`config.mk`:
```
export PLATFORM = sky130hd
export DESIGN_NAME = cic_decim
export DESIGN_NICKNAME = d
export VERILOG_FILES = /design/src/rtl/cic_decim.sv
export SDC_FILE = /design/constraint.sdc
export NUM_CORES = 2
export LEC_CHECK = 0
export BUFFER_PORTS_ARGS = -buffer_cell sky130_fd_sc_hd__buf_2
export CORE_MARGIN = 2
export CORE_UTILIZATION = 55
export DETAILED_ROUTE_END_ITERATION = 16
export GPL_ROUTABILITY_DRIVEN = 0
export PLACE_DENSITY_LB_ADDON = 0.1
export SETUP_SLACK_MARGIN = 0.1
export SLEW_MARGIN = 20
export SYNTH_ARGS = -nofsm -noshare
export SYNTH_HDL_FRONTEND = slang
export SYNTH_SLANG_ARGS = --single-unit
```
`constraint.sdc`:
```
create_clock -name clk -period 8.2 [get_ports clk]
set_input_delay 0.82 -clock clk [delete_from_list [all_inputs] [get_ports clk]]
set_output_delay 0.82 -clock clk [all_outputs]
set_load 0.02 [all_outputs]
```
`src/rtl/cic_decim.sv`:
```
// Dual-channel I/Q CIC decimator: STAGES integrators at clock rate, STAGES combs at clk/RATE, round-half-up to OUT_W.
// Output strobe STAGES+1 clocks after the sample edge; no backpressure, a new input sample is taken every clock.
module cic_decim #(
  parameter int IN_W   = 18,
  parameter int OUT_W  = 24,
  parameter int STAGES = 3,
  parameter int RATE   = 40,
  parameter int ACC_W  = 34
) (
  input  logic                    clk,
  input  logic                    rst,
  input  logic signed [IN_W-1:0]  i_in,
  input  logic signed [IN_W-1:0]  q_in,
  output logic signed [OUT_W-1:0] i_out,
  output logic signed [OUT_W-1:0] q_out,
  output logic                    out_valid
);
  localparam int CNT_W = $clog2(RATE);
  localparam int SHIFT = ACC_W - OUT_W;
  localparam logic [OUT_W-1:0] POS_MAX = {1'b0, {(OUT_W-1){1'b1}}};

  logic [CNT_W-1:0]        cnt;
  logic                    sample;
  logic [STAGES:0]         ph;
  logic signed [ACC_W-1:0] x_ext [2];
  logic signed [ACC_W-1:0] integ [2][STAGES];
  logic signed [ACC_W-1:0] comb  [2][STAGES+1];
  logic signed [ACC_W-1:0] dly   [2][STAGES];
  logic signed [ACC_W-1:0] acc_i;
  logic signed [ACC_W-1:0] acc_q;
  logic [OUT_W-1:0]        trunc   [2];
  logic [OUT_W-1:0]        rounded [2];
  logic [1:0]              rbit;

  assign sample = (cnt == CNT_W'(RATE - 1));
  assign acc_i  = comb[0][STAGES];
  assign acc_q  = comb[1][STAGES];

  always_comb begin
    x_ext[0] = {{(ACC_W-IN_W){i_in[IN_W-1]}}, i_in};
    x_ext[1] = {{(ACC_W-IN_W){q_in[IN_W-1]}}, q_in};
  end

  // Round half up; only the positive maximum can overflow, so clamp it there.
  always_comb begin
    trunc[0] = OUT_W'(acc_i >>> SHIFT);
    trunc[1] = OUT_W'(acc_q >>> SHIFT);
    rbit[0]  = acc_i[SHIFT-1];
    rbit[1]  = acc_q[SHIFT-1];
    for (int ch = 0; ch < 2; ch++) begin
      if (trunc[ch] == POS_MAX && rbit[ch]) rounded[ch] = POS_MAX;
      else                                  rounded[ch] = trunc[ch] + OUT_W'(rbit[ch]);
    end
  end

  always_ff @(posedge clk or negedge rst) begin
    if (!rst) begin
      cnt       <= '0;
      ph        <= '0;
      out_valid <= 1'b0;
      i_out     <= '0;
      q_out     <= '0;
      for (int ch = 0; ch < 2; ch++) begin
        for (int k = 0; k < STAGES; k++) begin
          integ[ch][k] <= '0;
          dly[ch][k]   <= '0;
        end
        for (int k = 0; k <= STAGES; k++) comb[ch][k] <= '0;
      end
    end else begin
      cnt       <= sample ? '0 : cnt + 1'b1;
      // ph[k] marks the edge at which comb stage k+1 (or the output, k = STAGES) fires.
      ph        <= {ph[STAGES-1:0], sample};
      out_valid <= ph[STAGES];
      for (int ch = 0; ch < 2; ch++) begin
        integ[ch][0] <= integ[ch][0] + x_ext[ch];
        for (int k = 1; k < STAGES; k++) integ[ch][k] <= integ[ch][k] + integ[ch][k-1];
        if (sample) comb[ch][0] <= integ[ch][STAGES-1];
        for (int k = 1; k <= STAGES; k++) begin
          if (ph[k-1]) begin
            comb[ch][k]  <= comb[ch][k-1] - dly[ch][k-1];
            dly[ch][k-1] <= comb[ch][k-1];
          end
        end
      end
      if (ph[STAGES]) begin
        i_out <= rounded[0];
        q_out <= rounded[1];
      end
    end
  end
endmodule

```
After elaboration in Yosys (flattened, before gate mapping)
Index checks and enable logic that the tools add are counted.
{"block": "op_classes", "n_addsub": 15, "eq_ne": 3, "n_mux": 3, "reduce_logical": 2}
{"op": "34-bit subtractor", "count": 6}
{"op": "34-bit adder", "count": 4}
{"op": "34-bit by 18-bit adder with 34-bit output", "count": 2}
{"op": "24-bit by 1-bit adder with 24-bit output", "count": 2}
{"op": "24-bit by 23-bit == test with 1-bit output (second input constant)", "count": 2}
{"op": "24-bit 2-to-1 mux", "count": 2}
{"op": "6-bit by 1-bit adder with 6-bit output (second input constant)", "count": 1}
{"op": "6-bit == test (second input constant)", "count": 1}
{"op": "6-bit 2-to-1 mux", "count": 1}
{"op": "1-bit logical AND", "count": 2}
{"block": "totals", "regBits": 739, "input_bits": 38, "out_inout_bits": 49, "word_cells": 48}

Longest topological paths before layout
{"block": "logic_depth", "ltp_word": 3, "mapped_depth": 14}

Worst setup path before layout
No wires, ideal clock.
{"block": "synth_path", "path_type": "input port to flip-flop", "start": "in i_in[0]", "end": "reg integ[202] (netlist bit)", "t_arrival_ns": 3.127, "required_ns": 8.120, "path_slack_ns": 4.993, "stages": 13, "n_path_buf": 0, "cell_sequence": "ha_1 -> inv_1 -> fa_1 -> nor2b_1 -> o31a_1 -> o31a_1 -> o21ai_2 -> o31ai_1 -> a31oi_1 -> a31oi_1 -> a221o_1 -> a21oi_1 -> xnor2_1"}
{"block": "synth_between", "elab_chain_len": 1}
{"element": "start: declaration", "line": "12", "source": "input logic signed [IN_W-1:0] i_in,"}
{"element": "34-bit by 18-bit adder with 34-bit output", "line": "76", "source": "integ[ch][0] <= integ[ch][0] + x_ext[ch];"}
{"element": "end signal: indexed assignment", "line": "76"}
{"element": "end: declaration", "line": "26", "source": "logic signed [ACC_W-1:0] integ [2][STAGES];"}
No other way between the ends.
A chain may end at the register's enable or synchronous reset.

Final worst setup path
{"block": "layout_path", "start": "reg comb[238] (netlist bit)", "end": "reg comb[234] (netlist bit)"}
{"block": "layout_between", "elab_chain_len": 1}
{"element": "start: declaration", "line": "27", "source": "logic signed [ACC_W-1:0] comb [2][STAGES+1];"}
{"element": "start signal: indexed assignment", "line": "78", "source": "if (sample) comb[ch][0] <= integ[ch][STAGES-1];"}
{"element": "start signal: indexed assignment", "line": "81", "source": "comb[ch][k] <= comb[ch][k-1] - dly[ch][k-1];"}
{"element": "34-bit subtractor", "line": "81"}
No other way between the ends.

==> reports/qor.yml <==
gr-total-overflow: 0
vias: 32000
nets: 5118
synth_mux_area_frac: 0.0584
finalMaxSlewViolations: 0
wire_per_inst_um: 14.8
cts_setup_buffers: 0
ant_nets: 0
synth_cell_types: 85
critical_path_class: "flip-flop to flip-flop"
cp.depth: 14
fmax_mhz: 298
asyncSetResetFlopFracSynth: 1.00
outcome: "finished, final reports clean"
worstPathRequired_ps: 8710
max-slew-margin-rel: 0.386
synth_seq_area_share: 0.408
die_h_um: 287
numCtsBuffers: 80
min_period_ps: 3360
worst-path-buf-inv: 2
track_usage: 0.210
synth-main-ff-cell: "dfrtp_1"
finalInstanceArea_mm2: 0.0484
syn_to_final_growth_pct: 9.42
crit_fanout: 5
synth_top_area_cell: "dfrtp_1"
arrival_ps: 3870
grt_pass1_vias: 30600
rr_worst_depth: 14
synthTopCellsByArea: "dfrtp_1 41%, ha_1 11%, mux2_2 5.7%, xnor2_1 5.1%, a21oi_1 4.6%"
cts.sinks: 721
place.port_buffers: 86
boundaryPins: 87
tns_ps: 0
diodes: 0
clock_latency_ps: 620
syn-num-nets: 5071
critPathMaxStageDelay_ps: 390
synth_top_cell_area_share: 0.408
crit_path_top_delay_cell: "fa_1"
path_cells: "inv_1 > ha_1 > inv_1 > fa_1 > a21o_1 > a21o_1 > a211oi_1 > o31a_1 > o21bai_1 > a21oi_1 > nor3_1 > nor3_1 > xnor2_1 > mux2_2"
synth_seq_cells: 721
synth_top_family_by_area: "compound AO/OA/AOI/OAI gates"
synth_area_mm2: 0.0442
die_w_um: 287
setup_viol: 0
dp_hpwl_mm: 62.8
syn_avg_cell_area_um2: 9.56
syn_inst: 4624
synth-edff-count: 0
drc: 0
post_dp_cell_area_mm2: 0.0456
h-tree-depth: 3
clkSlewWorstSetupHoldPaths_ps: 60
synth-xor-area-share: 0.0773
crit_family: "compound AO/OA/AOI/OAI gates"
worst_setup_path_end_kind: "flip-flop"
start_util: 0.558
startpoint: "comb[238]"
synth-compound-area-share: 0.188
rows: 103
hp-class: "primary input to async pin"
grt_pass1_wl_mm: 149
dieArea_mm2: 0.0827
synthSimpleGateAreaFrac: 0.114
drive_gt1_frac: 0.104
initialDrtViolationCount: 1843
r2r_start: "comb[238]"
final_common_cell: "dfrtp_1"
grt_antenna_before_repair: 0
coreArea_mm2: 0.0793
cts_tree: "yes"
rsz0062_at_grt: "no"
dr.pass1.iters: 5
maxCapViolations: 0
fin_crit_sh: 0.410
clockRootBuffer: "clkbuf_16"
cts-resized-gates: 0
wl_mm: 85.5
grt_start_max_net_pins: 172
via_per_inst: 5.53
crit_path_start_kind: "flip-flop"
skew_ps: 20.1
final_cell_mix: "718 x dfrtp_1, 410 x a21oi_1, 406 x nand2_1"
yosys_warnings: 0
worst_pin_slew_ps: 922
clock_path_buffers: 3
synth-adder-area-share: 0.117
ctsHoldBuffers: 0
hold_violations: 0
## worst paths after layout
path,to,slack [ps]
min in group clk,integ[68],430
worst max register to register,comb[234],4840
worst max-delay path,comb[234],4840
max in group asynchronous,integ[172],6070
worst min register to register,dly[0],500
worst min-delay path,dly[106],210
## kinds of logic after synthesis
| family | Yosys count |
|---|---|
| compound gates | 1344 |
| simple gates | 1088 |
| flops | 721 |
| buf+inv | 442 |
| fa+ha+maj | 409 |
| xor+xnor | 390 |
| mux | 230 |
## worst register-to-register path, cell delays in order, from the launching register on
cell      delay, ps
dfrtp_1         370
inv_1            90
ha_1            170
inv_1            50
fa_1            390
a21o_1          190
a21o_1          210
a211oi_1        340
o31a_1          320
o21bai_1         90
a21oi_1         350
nor3_1          140
nor3_1          200
xnor2_1          80
mux2_2          260
## cell usage after synthesis, types with 46 or more instances
master      n
xor2_1    135
nand2_1   406
nand3_1    86
dfrtp_1   721
nor3_1     46
mux2_2    224
nor2_1    273
o21a_1     54
nand4_1    47
clkbuf_1  129
a21o_1    189
inv_1     306
o21ai_0   337
xnor2_1   255
nor2b_1    51
a21oi_1   410
ha_1      399
nand2b_1   53
o21ai_1    53
## per-layer routing
layer  GRT usage  vias to the layer above  part of all wire
met3      0.0269                      114             0.029
met2       0.313                      458              0.41
li1            -                    16600                 -
met1       0.325                    14900              0.54
met4      0.0491                        0             0.020
met5           0                        -                 0
## final cells by class
type,count,area (µm²)
clock inverter,32,379
clock buffer,115,2370
sequential,721,18100
inverter,307,1150
timing repair buffer,100,596
fill,6839,30900
tap,1050,1310
multi-input combinational,3461,24500
## metrics by stage
stage | instances | util | setup slack (ps) | hold WS, ps
2_1_floorplan | 4624 | - | 4990 | 352
3_3_place_gp | 5639 | 0.576 | 4460 | 480
3_5_place_dp | 5639 | 0.576 | 4400 | 489
4_1_cts | 5786 | 0.610 | 4840 | 208
5_1_grt | 5786 | 0.610 | 4600 | 239
6_report | 5786 | 0.610 | 4840 | 209
## flip-flops by register name, indices dropped and copies added (netlist names)
name / cells
comb: 204
dly: 204
integ: 204
acc_i: 25
acc_q: 25
i_out: 24
q_out: 24
cnt: 6
ph: 4
out_valid: 1
Power is left out: the tool's default activity adds up to more than one toggle a clock period on the data nets, which glitch-free logic cannot reach.
